### src/rtl/fpu_sqrt_unit.sv
// Iterative IEEE-754 single-precision square root, round-to-nearest-even, fixed latency 26/BITS_PER_CYCLE+2.
// Optional feature macro FPU_SQRT_DENORM_EN: normalise denormal inputs instead of flushing them to signed zero.
module fpu_sqrt_unit #(
   parameter int BITS_PER_CYCLE = 1
) (
   input  logic        clk,
   input  logic        reset_n,
   input  logic        s_axis_a_tvalid,
   input  logic [31:0] s_axis_a_tdata,
   output logic        m_axis_result_tvalid,
   output logic [31:0] m_axis_result_tdata,
   output logic        busy
);

   localparam int          NITER = 26 / BITS_PER_CYCLE;
   localparam logic [4:0]  LAST  = 5'(NITER - 1);
   localparam logic [31:0] QNAN  = 32'h7FC0_0000;

   typedef enum logic [1:0] {S_IDLE, S_SETUP, S_ITER, S_ROUND} state_t;

   state_t      r_state;
   logic [31:0] r_opnd;
   logic        r_spec;
   logic [31:0] r_spec_val;
   logic [7:0]  r_exp;
   logic [51:0] r_x;
   logic [25:0] r_q;
   logic [29:0] r_rem;
   logic [4:0]  r_cnt;

   logic        w_spec;
   logic [31:0] w_spec_val;
   logic [23:0] w_mant;
   logic [9:0]  w_eff_exp;
   logic [51:0] w_x_init;
   logic [7:0]  w_exp_init;
   logic [51:0] w_x;
   logic [25:0] w_q;
   logic [29:0] w_rem;
   logic [29:0] w_trial;
   logic [29:0] w_test;

   // Round-to-nearest-even on the 26-bit root; a carry out lands as an all-zero fraction with exponent+1.
   function automatic logic [31:0] round_pack(input logic [7:0] exp_in, input logic [25:0] q,
                                              input logic rem_nz);
      logic        rnd;
      logic        stk;
      logic        inc;
      logic [24:0] sig;
      rnd = q[1];
      stk = q[0] | rem_nz;
      inc = rnd & (stk | q[2]);
      sig = {1'b0, q[25:2]} + {24'h0, inc};
      return {1'b0, exp_in + {7'h0, sig[24]}, sig[22:0]};
   endfunction

`ifdef FPU_SQRT_DENORM_EN
   logic [4:0] w_lz;

   function automatic logic [4:0] clz24(input logic [23:0] v);
      logic [4:0] n;
      logic       found;
      n     = 5'd24;
      found = 1'b0;
      for (int i = 23; i >= 0; i--) begin
         if (!found && v[i]) begin
            n     = 5'(23 - i);
            found = 1'b1;
         end
      end
      return n;
   endfunction
`endif

   // Operand classification and radicand load for SETUP
   always_comb begin
      w_spec     = 1'b0;
      w_spec_val = 32'h0;
      w_mant     = {1'b1, r_opnd[22:0]};
      w_eff_exp  = {2'b00, r_opnd[30:23]};
`ifdef FPU_SQRT_DENORM_EN
      w_lz       = clz24({1'b0, r_opnd[22:0]});
`endif
      if (r_opnd[30:23] == 8'hFF) begin
         w_spec     = 1'b1;
         w_spec_val = ((r_opnd[22:0] != 23'h0) || r_opnd[31]) ? QNAN : 32'h7F80_0000;
      end else if (r_opnd[30:0] == 31'h0) begin
         w_spec     = 1'b1;
         w_spec_val = r_opnd;
      end else if (r_opnd[30:23] == 8'h00) begin
`ifdef FPU_SQRT_DENORM_EN
         if (r_opnd[31]) begin
            w_spec     = 1'b1;
            w_spec_val = QNAN;
         end else begin
            w_mant    = {1'b0, r_opnd[22:0]} << w_lz;
            w_eff_exp = 10'd1 - {5'h0, w_lz};
         end
`else
         w_spec     = 1'b1;
         w_spec_val = {r_opnd[31], 31'h0};
`endif
      end else if (r_opnd[31]) begin
         w_spec     = 1'b1;
         w_spec_val = QNAN;
      end
      w_x_init   = w_eff_exp[0] ? {1'b0, w_mant, 27'h0} : {w_mant, 28'h0};
      w_exp_init = 8'((w_eff_exp + (w_eff_exp[0] ? 10'd127 : 10'd126)) >> 1);
   end

   // Restoring square-root steps, BITS_PER_CYCLE root bits per clock
   always_comb begin
      w_x     = r_x;
      w_q     = r_q;
      w_rem   = r_rem;
      w_trial = 30'h0;
      w_test  = 30'h0;
      for (int i = 0; i < BITS_PER_CYCLE; i++) begin
         w_trial = {w_rem[27:0], w_x[51:50]};
         w_test  = {2'b00, w_q, 2'b01};
         if (w_trial >= w_test) begin
            w_rem = w_trial - w_test;
            w_q   = {w_q[24:0], 1'b1};
         end else begin
            w_rem = w_trial;
            w_q   = {w_q[24:0], 1'b0};
         end
         w_x = {w_x[49:0], 2'b00};
      end
   end

   always_ff @(posedge clk) begin
      if (!reset_n) begin
         r_state              <= S_IDLE;
         m_axis_result_tvalid <= 1'b0;
         m_axis_result_tdata  <= 32'h0;
         busy                 <= 1'b0;
      end else begin
         m_axis_result_tvalid <= 1'b0;
         case (r_state)
            S_IDLE: begin
               if (s_axis_a_tvalid) begin
                  r_opnd  <= s_axis_a_tdata;
                  busy    <= 1'b1;
                  r_state <= S_SETUP;
               end
            end
            S_SETUP: begin
               r_spec     <= w_spec;
               r_spec_val <= w_spec_val;
               r_exp      <= w_exp_init;
               r_x        <= w_x_init;
               r_q        <= 26'h0;
               r_rem      <= 30'h0;
               r_cnt      <= 5'h0;
               r_state    <= S_ITER;
            end
            S_ITER: begin
               r_x   <= w_x;
               r_q   <= w_q;
               r_rem <= w_rem;
               r_cnt <= r_cnt + 5'd1;
               if (r_cnt == LAST) r_state <= S_ROUND;
            end
            S_ROUND: begin
               m_axis_result_tvalid <= 1'b1;
               m_axis_result_tdata  <= r_spec ? r_spec_val : round_pack(r_exp, r_q, r_rem != 30'h0);
               busy                 <= 1'b0;
               r_state              <= S_IDLE;
            end
            default: r_state <= S_IDLE;
         endcase
      end
   end

endmodule

### config.mk
export PLATFORM = sky130hd
export DESIGN_NAME = fpu_sqrt_unit
export DESIGN_NICKNAME = d
export VERILOG_FILES = /design/src/rtl/fpu_sqrt_unit.sv
export SDC_FILE = /design/constraint.sdc
export NUM_CORES = 1
export LEC_CHECK = 0
export BUFFER_PORTS_ARGS = -buffer_cell sky130_fd_sc_hd__buf_4
export CORE_ASPECT_RATIO = 0.7
export CORE_MARGIN = 2
export CORE_UTILIZATION = 50
export DETAILED_ROUTE_END_ITERATION = 8
export PLACE_DENSITY = 0.8
export RECOVER_POWER = 100
export SLEW_MARGIN = 20
export SYNTH_ARGS = -nofsm -noshare
export SYNTH_HDL_FRONTEND = slang
export SYNTH_SLANG_ARGS = --single-unit
export TNS_END_PERCENT = 10
### constraint.sdc
create_clock -name clk -period 3.2 [get_ports clk]
set_clock_uncertainty 0.2 [all_clocks]
set_input_delay 0.64 -clock clk [delete_from_list [all_inputs] [get_ports clk]]
set_output_delay 0.64 -clock clk [all_outputs]
set_load 0.02 [all_outputs]
==> results of run 1 <==
cells in the mapped netlist, drive strengths merged (2+ instances only):
cell,number,area (sq um)
a2111oi,2,17.5
a211o,4,35.0
a211oi,15,150
a21boi,2,15.0
a21o,21,158
a21oi,42,214
a221o,2,20.0
a31o,2,17.5
a31oi,5,31.3
and2,5,31.3
and3,11,68.8
and4,3,26.3
buf,11,55.1
clkbuf,29,109
dfxtp,36,721
edfxtp,159,4770
ha,40,500
inv,43,161
mux2i,59,591
nand2,72,270
nand2b,11,68.8
nand3,26,130
nand4,10,62.6
nor2,121,454
nor2b,4,25.0
nor3,13,65.1
nor4,14,87.6
o211ai,6,45.0
o21a,5,37.5
o21ai,64,320
o21bai,5,37.5
o221a,2,22.5
o31a,2,17.5
o31ai,3,22.5
or3,3,18.8
xnor2,38,333
xor2,21,184
area by class of cell:
type | instances | area [sq um]
Clock inverter | 11 | 135
Inverter | 44 | 170
Tap cell | 270 | 338
Multi-Input combinational cell | 662 | 4370
Fill cell | 1598 | 7570
Timing Repair Buffer | 171 | 1140
Clock buffer | 21 | 472
Sequential cell | 195 | 5500
cell families after synthesis:
| kind of cell | count (synthesis) | synth area share (%) |
|---|---|---|
| buffers and inverters | 84 | 3.30 |
| AOI/OAI and AO/OA | 186 | 12.0 |
| other | 1 | 0.0376 |
| and+or+nand+nor | 296 | 13.4 |
| DFF | 195 | 55.2 |
| xor gates and xnor gates | 59 | 5.19 |
| muxes | 59 | 5.93 |
| adders and majority gates | 40 | 5.02 |
metal layers:
metal	share of wire [%]	global-route usage [%]	up-vias
li1	-	-	3642
met1	49	31.3	3494
met2	44	32.8	262
met3	6.7	3.81	28
met4	0.94	4.98	0
met5	0	0	-
report_power, final:
part | internal, mW | switching, mW | leakage [nW]
sequential | 3.53 | 0.324 | 1.77
combinational | 1.92 | 2.60 | 2.59
clock | 1.18 | 1.01 | 0.298
repair_timing:
action / 4_1_cts / 5_1_grt
setup buffers: 7 / 5
setup endpoints to repair: 36 / 37
resized for setup: 19 / 28
pin swaps: 9 / 11
worst max-delay path: cells and delay by family, from the launching register on:
| family | cells | cell delay (ns) |
|---|---|---|
| DFF | 1 | 0.41 |
| AOI/OAI and AO/OA | 8 | 1.64 |
| muxes | 1 | 0.15 |
| buffers and inverters | 3 | 0.39 |
| adders and majority gates | 1 | 0.21 |
registers in the layout (all words and copies together) (netlist names), 5 cells and up:
signal               flops
r_cnt                    5
m_axis_result_tdata     32
r_opnd                  32
r_spec_val              32
r_q                     26
r_x                     25
r_rem                   30
r_exp                    8
worst max path at each step:
stage	cells after the start	to	from
6_report	13	r_rem[28]	r_q[13]
2_1_floorplan	12	r_rem[27]	r_q[13]
3_5_place_dp	12	r_rem[26]	r_q[13]
4_1_cts	13	r_rem[28]	r_q[8]
5_1_grt	14	r_rem[28]	r_q[4]
3_3_place_gp	12	r_rem[26]	r_q[13]
through the flow:
| stage | area (sq um) | power (mW) | hold slack [ns] |
|---|---|---|---|
| after floorplan | 10000 | 6.62 | 0.296 |
| after CTS | 12200 | 10.4 | 0.173 |
| after detailed placement | 11400 | 8.07 | 0.264 |
| after global routing | 12100 | 11.2 | 0.188 |
| after global placement | 11400 | 7.95 | 0.265 |
| final | 12100 | 10.6 | 0.204 |
==> impl_metrics.csv, run 1 <==
group,metric,value,unit
setup_path,reg2reg_setup_slack,-0.06,ns
run_status,status,"finished, violations left",
sta,period_needed,3.26,ns
sta,timing.fmax,0.307,GHz
global_route,grt_pass1_wl,35.7,mm
power_and_ir_drop,vdd_ir_drop_max,0.363,mV
setup_path,reg2reg_from,"r_q[13]",
die,die_w,173,um
route,drt_iter0_markers,704,
die,ios,69,
min_path,holdPathEnd,"r_opnd[28]",
finish,final_common_cell,"edfxtp_1",
sta,finalHoldViolCount,0,
global_route,grt_pass1_vias,7063,
synth,ys_ff_latch,195,
sta,worstMarginPinSlew,1.66,ns
setup_path,rr_worst_depth,13,
finish,final_util,61.5,%
sta,rsz0062_at_grt,"yes",
clocking,hold_buffers,0,
synth,yosys_warnings,0,
route,firstDrtPassIters,5,
finish,syn2layout_area_growth,21.6,%
route,routed_wl,22.2,mm
die,die_h,122,um
clocking,htree_num_levels,4,
run_status,failed_checks,"capacitance limit, slew limit, setup timing",
power_and_ir_drop,p_leak,4.66,nW
sta,relSlewSlack,-10.6,%
clocking,cts_buffers,17,
route,wl_per_cell,16.2,um
synth,ys_dominant_reg_cell,"edfxtp_1",
setup_path,required,3.18,ns
sta,setup_viol,9,
sta,finalCritPeriodShare,102,%
setup_path,worstSetupEndpointType,"register",
clocking,root_buffer,"clkbuf_16",
placement,dpl.hpwl,15.3,mm
finish,final_cells,1374,
die,die_area,0.0211,sq mm
placement,dpl_worst_slack,-0.318,ns
clocking,clk_latency,0.43,ns
synth,syn_inst,920,
clocking,clock-sinks,195,
setup_path,worstPathCellList,"inv_2 -> ha_4 -> a211oi_2 -> o21bai_1 -> a21o_1 -> a221o_1 -> a221o_1 -> a211oi_4 -> buf_4 -> buf_6 -> a211o_1 -> a31oi_1 -> mux2i_1",
placement,gp_congestion,0.909,
setup_path,crit_path_frequent_cell,"a221o_1",
min_path,hp-start,"s_axis_a_tdata[28]",
die,core,0.0197,sq mm
global_route,grt_max_degree,61,
placement,io_buffers,68,
synth,async_reset_ff_share,0,%
setup_path,start_kind,"register",
synth,synth_area,0.00996,sq mm
die,row_count,43,
global_route,grt_usage,21.2,%
finish,layout_common_cells,"159 x edfxtp_1, 120 x nor2_1, 93 x buf_4",
die,start_util,50.6,%
sta,drv_slew,26,
global_route,antenna_found_initial,0,
finish,n_antenna_cell,0,
setup_path,critPathMaxFanout,7,
synth,yosysUniqueCellTypes,53,
synth,synth_edf_count,159,
clocking,ctsLongestPathBuffers,2,
clocking,cts_tree,"yes",
global_route,grt_overflow_total,0,
min_path,holdCritPathClass,"in2reg",
route,drc,0,
finish,nets,1166,
sta,tns,-0.176,ns
sta,fin_ws,-0.0579,ns
route,viasPerCell,5.40,
finish,drive_above_1_share,18.8,%
run,maxCapViolCount,1,
clocking,path_clk_slew,0.07,ns
synth,syn-mean-instance-area,10.8,sq um
min_path,hold_depth,1,
setup_path,arrival,3.23,ns
placement,dp_cells,1330,
synth,yosysSeqAreaShare,55.2,%
route,drtAntennaViolNets,0,
power_and_ir_drop,pwr_density_cell,872,mW/mm^2
setup_path,reg2reg_to,"r_rem[28]",
route,vias,7426,
setup_path,criticalPathCategory,"reg2reg",
setup_path,crit_path_max_incr_delay,0.41,ns
setup_path,worst_path_max_delay_cell,"edfxtp_1",
(Power assumes the default switching activity.)
==> run 2: changes to the inputs <==
Settings changed: CTS_BUF_LIST set to sky130_fd_sc_hd__clkbuf_8.
==> run 2 against run 1 <==
Compared with the run above:
- the run still ends with capacitance limit, slew limit, setup timing left
- cell area up 1.3%
- largest power group unchanged
- first-iteration DRC count is 19% higher
- clock power decreased by 22%
- sequential share of layout area decreased by 0.58 points
- utilization is 0.79 points higher
- via count up 2.9%
- critical path type unchanged
==> impl_metrics.csv, run 2 (synthesized netlist as in run 1, its figures left out) <==
group,metric,value,unit
sta,worstMarginPinSlew,1.67,ns
setup_path,reg2reg_to,"r_rem[28]",
clocking,clk_latency,0.48,ns
setup_path,endpoint,"r_rem[28]",
run_status,failed_checks,"capacitance limit, slew limit, setup timing",
route,drt_iter0_markers,836,
finish,layout_common_cells,"159 x edfxtp_1, 114 x nor2_1, 114 x buf_4",
sta,drv_slew,26,
sta,timing.fmax,0.293,GHz
setup_path,required,3.23,ns
sta,rsz0062_at_grt,"yes",
sta,finalHoldViolCount,0,
die,row_count,43,
global_route,grt_overflow_total,0,
power_and_ir_drop,p_leak,4.74,nW
global_route,antenna_found_initial,0,
run_status,status,"finished, violations left",
setup_path,criticalPathCategory,"reg2reg",
finish,n_antenna_cell,0,
power_and_ir_drop,pwr_density_cell,853,mW/mm^2
setup_path,arrival,3.44,ns
route,routed_wl,23.0,mm
sta,finalCritPeriodShare,107,%
min_path,hold_depth,1,
clocking,clock-sinks,195,
route,drc,0,
sta,period_needed,3.42,ns
run,maxCapViolCount,1,
finish,syn2layout_area_growth,23.2,%
die,ios,69,
setup_path,start_kind,"register",
route,wl_per_cell,16.5,um
placement,placed_area,0.0114,sq mm
setup_path,critPathMaxFanout,7,
sta,fin_ws,-0.216,ns
setup_path,reg2reg_from,"r_q[13]",
clocking,htree_num_levels,4,
die,core,0.0197,sq mm
clocking,ctsLongestPathBuffers,2,
finish,nets,1188,
clocking,cts_buffers,17,
global_route,grt_usage,21.4,%
global_route,grt_pass1_wl,35.7,mm
finish,final_area,0.0123,sq mm
clocking,path_clk_slew,0.11,ns
power_and_ir_drop,finalPower,10.5,mW
setup_path,rr_worst_depth,13,
route,firstDrtPassIters,6,
die,start_util,50.6,%
finish,final_common_cell,"edfxtp_1",
global_route,grt_max_degree,61,
setup_path,worstSetupEndpointType,"register",
placement,dpl.hpwl,15.3,mm
die,die_w,173,um
finish,top_regs,"m_axis_result_tdata (32), r_opnd (32), r_spec_val (32)",
finish,drive_above_1_share,22.0,%
sta,hold_ws,0.154,ns
sta,relSlewSlack,-11.5,%
min_path,holdCritPathClass,"in2reg",
placement,gp_congestion,0.909,
clocking,root_buffer,"clkbuf_8",
sta,setup_viol,31,
setup_path,reg2reg_setup_slack,-0.22,ns
die,die_h,122,um
global_route,grt_pass1_vias,7110,
clocking,cts_tree,"yes",
route,drtAntennaViolNets,0,
die,die_area,0.0211,sq mm
route,viasPerCell,5.47,
route,vias,7641,
placement,io_buffers,68,
power_and_ir_drop,vdd_ir_drop_max,0.346,mV
setup_path,critPathLaunch,"r_q[13]",
## run 2: cell count changes in the layout (fill, tap and decap cells not counted), moves of 4 or more
cell	previous run	this run
buf_4	93	114
nor2_1	120	114
clkbuf_1	39	35
clkbuf_8	1	18
nor2_4	0	4
clkbuf_16	18	0
## run 2: critical path, cell delays in order (launching register included)
cell	delay, ns
edfxtp_1	0.45
inv_2	0.12
ha_4	0.21
a211oi_2	0.21
o21bai_1	0.12
a21o_1	0.16
a221o_1	0.33
a221o_1	0.40
a211oi_4	0.34
buf_4	0.18
buf_6	0.12
a211o_1	0.12
a31oi_1	0.06
mux2i_1	0.15
## run 2: final cells by class
type	count	area (sq um)
inverters	44	178
fillers	1594	7420
flip-flops and latches	195	5500
clock inverters	14	173
well taps	270	338
multi-input cells	662	4450
clock buffers	18	248
repair buffers	193	1400
## run 2: power breakdown
part | internal, mW | leakage (nW) | switching, mW | total (mW)
clock network | 0.745 | 0.220 | 0.944 | 1.69
logic | 2.17 | 2.74 | 2.76 | 4.94
registers | 3.52 | 1.77 | 0.331 | 3.85
total | 6.43 | 4.74 | 4.04 | 10.5
## run 2: worst min path at each step
stage / start / to / slack, ns
3_3_place_gp: m_axis_result_tdata[19] / m_axis_result_tdata[19] / 0.26
6_report: s_axis_a_tdata[28] / r_opnd[28] / 0.15
4_1_cts: s_axis_a_tdata[28] / r_opnd[28] / 0.11
3_5_place_dp: m_axis_result_tdata[19] / m_axis_result_tdata[19] / 0.26
5_1_grt: s_axis_a_tdata[31] / r_opnd[31] / 0.13
2_1_floorplan: r_x[48] / r_x[50] / 0.30
## run 2: metrics by stage
step | cells | setup WS, ns | TNS [ns] | utilization, %
after floorplan | 941 | -0.116 | -1.73 | -
after global placement | 1330 | -0.0981 | -1.32 | 58.0
after detailed placement | 1330 | -0.318 | -6.68 | 58.0
after CTS | 1381 | -0.00402 | -0.00402 | 61.6
after global routing | 1396 | -0.306 | -7.73 | 62.3
final | 1396 | -0.216 | -4.61 | 62.3
## run 2: routing by layer
layer | vias up | wire, um | GRT usage (%)
met5 | - | 0 | 0
met1 | 3616 | 11000 | 31.2
met4 | 0 | 334 | 6.83
met3 | 40 | 1660 | 3.90
li1 | 3689 | - | -
met2 | 296 | 10000 | 32.6
## run 2: repair_timing
action / 4_1_cts / 5_1_grt
setup endpoints to repair: 33 / 37
gates cloned: 1 / 0
hold buffers: 0 / 0
gates resized for setup: 29 / 54
buffers inserted: 18 / 15
pin swaps: 15 / 12
==> run 3: changes to the inputs <==
Settings changed: CTS_CLUSTER_DIAMETER set to 80, PLACE_DENSITY 0.8 to 0.77.
Clock period 3.2 ns to 4.2 ns, I/O delays scaled along.
==> run 3 against run 2 <==
Compared with the run above:
- the flow finishes with violations (capacitance limit, slew limit)
- die area unchanged
- cell area decreased by 9.4%
- critical path depth decreased by 1
==> impl_metrics.csv, run 3 (synthesized netlist as in run 1, its figures left out) <==
group,metric,value,unit
min_path,hold_depth,2,
finish,n_antenna_cell,0,
global_route,grt_overflow_total,0,
clocking,post_cts_resized,0,
sta,worstMarginPinSlew,2.81,ns
clocking,clk_latency,0.47,ns
finish,multiInputGateArea,0.00421,sq mm
sta,drv_slew,290,
finish,final_cells,1281,
sta,finalCritPeriodShare,90.9,%
clocking,clock-sinks,195,
run_status,status,"finished, violations left",
sta,setup_viol,0,
sta,relSlewSlack,-87.6,%
clocking,cts_setup_buffers,0,
setup_path,required,4.21,ns
power_and_ir_drop,vdd_ir_drop_max,0.291,mV
finish,syn2layout_area_growth,11.6,%
setup_path,worstPathCellList,"inv_1 -> ha_1 -> a211oi_1 -> o21bai_1 -> a21o_1 -> a221o_1 -> a221o_1 -> a211oi_4 -> clkbuf_2 -> a211oi_1 -> a21oi_1 -> nor2_1",
finish,final-seq-area,0.00550,sq mm
run_status,failed_checks,"capacitance limit, slew limit",
die,ios,69,
setup_path,rr_worst_depth,12,
clocking,htree_num_levels,4,
route,routed_wl,20.0,mm
finish,final_common_cell,"edfxtp_1",
clocking,cts_buffers,17,
sta,timing.fmax,0.262,GHz
setup_path,worstSetupEndpointType,"register",
power_and_ir_drop,p_leak,4.14,nW
global_route,antenna_found_initial,0,
setup_path,critPathLaunch,"r_q[13]",
die,die_area,0.0211,sq mm
placement,dp_cells,1247,
die,die_h,122,um
sta,tns,0,ns
sta,finalHoldViolCount,0,
setup_path,criticalPathCategory,"reg2reg",
setup_path,critPathMaxFanout,12,
placement,dpl_worst_slack,0.464,ns
route,drc,0,
global_route,grt_pass1_vias,6370,
sta,hold_ws,0.286,ns
setup_path,start_kind,"register",
min_path,holdCritPathClass,"reg2reg",
die,die_w,173,um
global_route,grt_pass1_wl,32.6,mm
power_and_ir_drop,finalPower,7.05,mW
die,row_count,43,
sta,rsz0062_at_grt,"no",
finish,top_regs,"m_axis_result_tdata (32), r_opnd (32), r_spec_val (32)",
clocking,hold_buffers,0,
finish,fill_cells,1714,
route,drt_iter0_markers,691,
min_path,hp-start,"m_axis_result_tdata[19]",
die,start_util,50.6,%
route,drtAntennaViolNets,0,
route,vias,6983,
clocking,root_buffer,"clkbuf_8",
finish,nets,1073,
clocking,path_clk_slew,0.11,ns
placement,gp_congestion,0.874,
placement,dpl.hpwl,14.0,mm
setup_path,crit_path_max_incr_delay,0.47,ns
finish,drive_above_1_share,8.31,%
run,maxCapViolCount,7,
setup_path,arrival,3.83,ns
global_route,grt_max_degree,87,
setup_path,reg2reg_from,"r_q[13]",
power_and_ir_drop,pwr_density_cell,635,mW/mm^2
setup_path,worst_path_max_delay_cell,"a211oi_4",
global_route,grt_usage,19.4,%
route,firstDrtPassIters,5,
die,core,0.0197,sq mm
route,viasPerCell,5.45,
placement,io_buffers,68,
clocking,cts_tree,"yes",
clocking,ctsLongestPathBuffers,2,
sta,period_needed,3.82,ns
route,wl_per_cell,15.6,um
finish,layout_common_cells,"159 x edfxtp_1, 121 x nor2_1, 72 x nand2_1",
sta,fin_ws,0.382,ns
[run 3: area by class of cell]
cell class              count  share of cell area, %
multi-input cells         662                   37.9
flip-flops and latches    195                   49.4
inverters                  44                   1.49
clock buffers              17                   2.10
clock inverters            15                   1.90
well taps                 270                   3.04
repair buffers             78                   4.14
[run 3: final timing paths]
path	to	slack, ns
worst min register to register	m_axis_result_tdata[19]	0.29
worst max register to register	r_rem[4]	0.38
worst min-delay path	m_axis_result_tdata[19]	0.29
worst max-delay path	r_rem[4]	0.38
[run 3: layer usage]
metal / vias up / part of all wire, % / track usage, % / wire (um)
met1: 3326 / 51 / 29.7 / 10200
met4: 0 / 0.78 / 4.34 / 156
met2: 199 / 42 / 28.0 / 8290
met3: 13 / 6.7 / 4.59 / 1330
met5: - / 0 / 0 / 0
li1: 3445 / - / - / -
[run 3: per-stage QoR]
stage / util, % / cell area, sq um
after floorplan: - / 10000
after CTS: 57.1 / 11200
after global routing: 56.5 / 11100
after global placement: 54.8 / 10800
after detailed placement: 54.8 / 10800
final: 56.5 / 11100
[run 3: critical path: cells and delay by family, from the launching register on]
family | cells | cell delay, ns
AOI/OAI and AO/OA | 8 | 2.07
and+or+nand+nor | 1 | 0.05
buffers and inverters | 2 | 0.50
adders and majority gates | 1 | 0.30
DFF | 1 | 0.45
[run 3: where the power goes]
group | switching [mW] | internal [mW] | leakage [nW]
clock network | 0.762 | 0.571 | 0.220
registers | 0.263 | 2.70 | 1.77
logic | 1.71 | 1.05 | 2.14
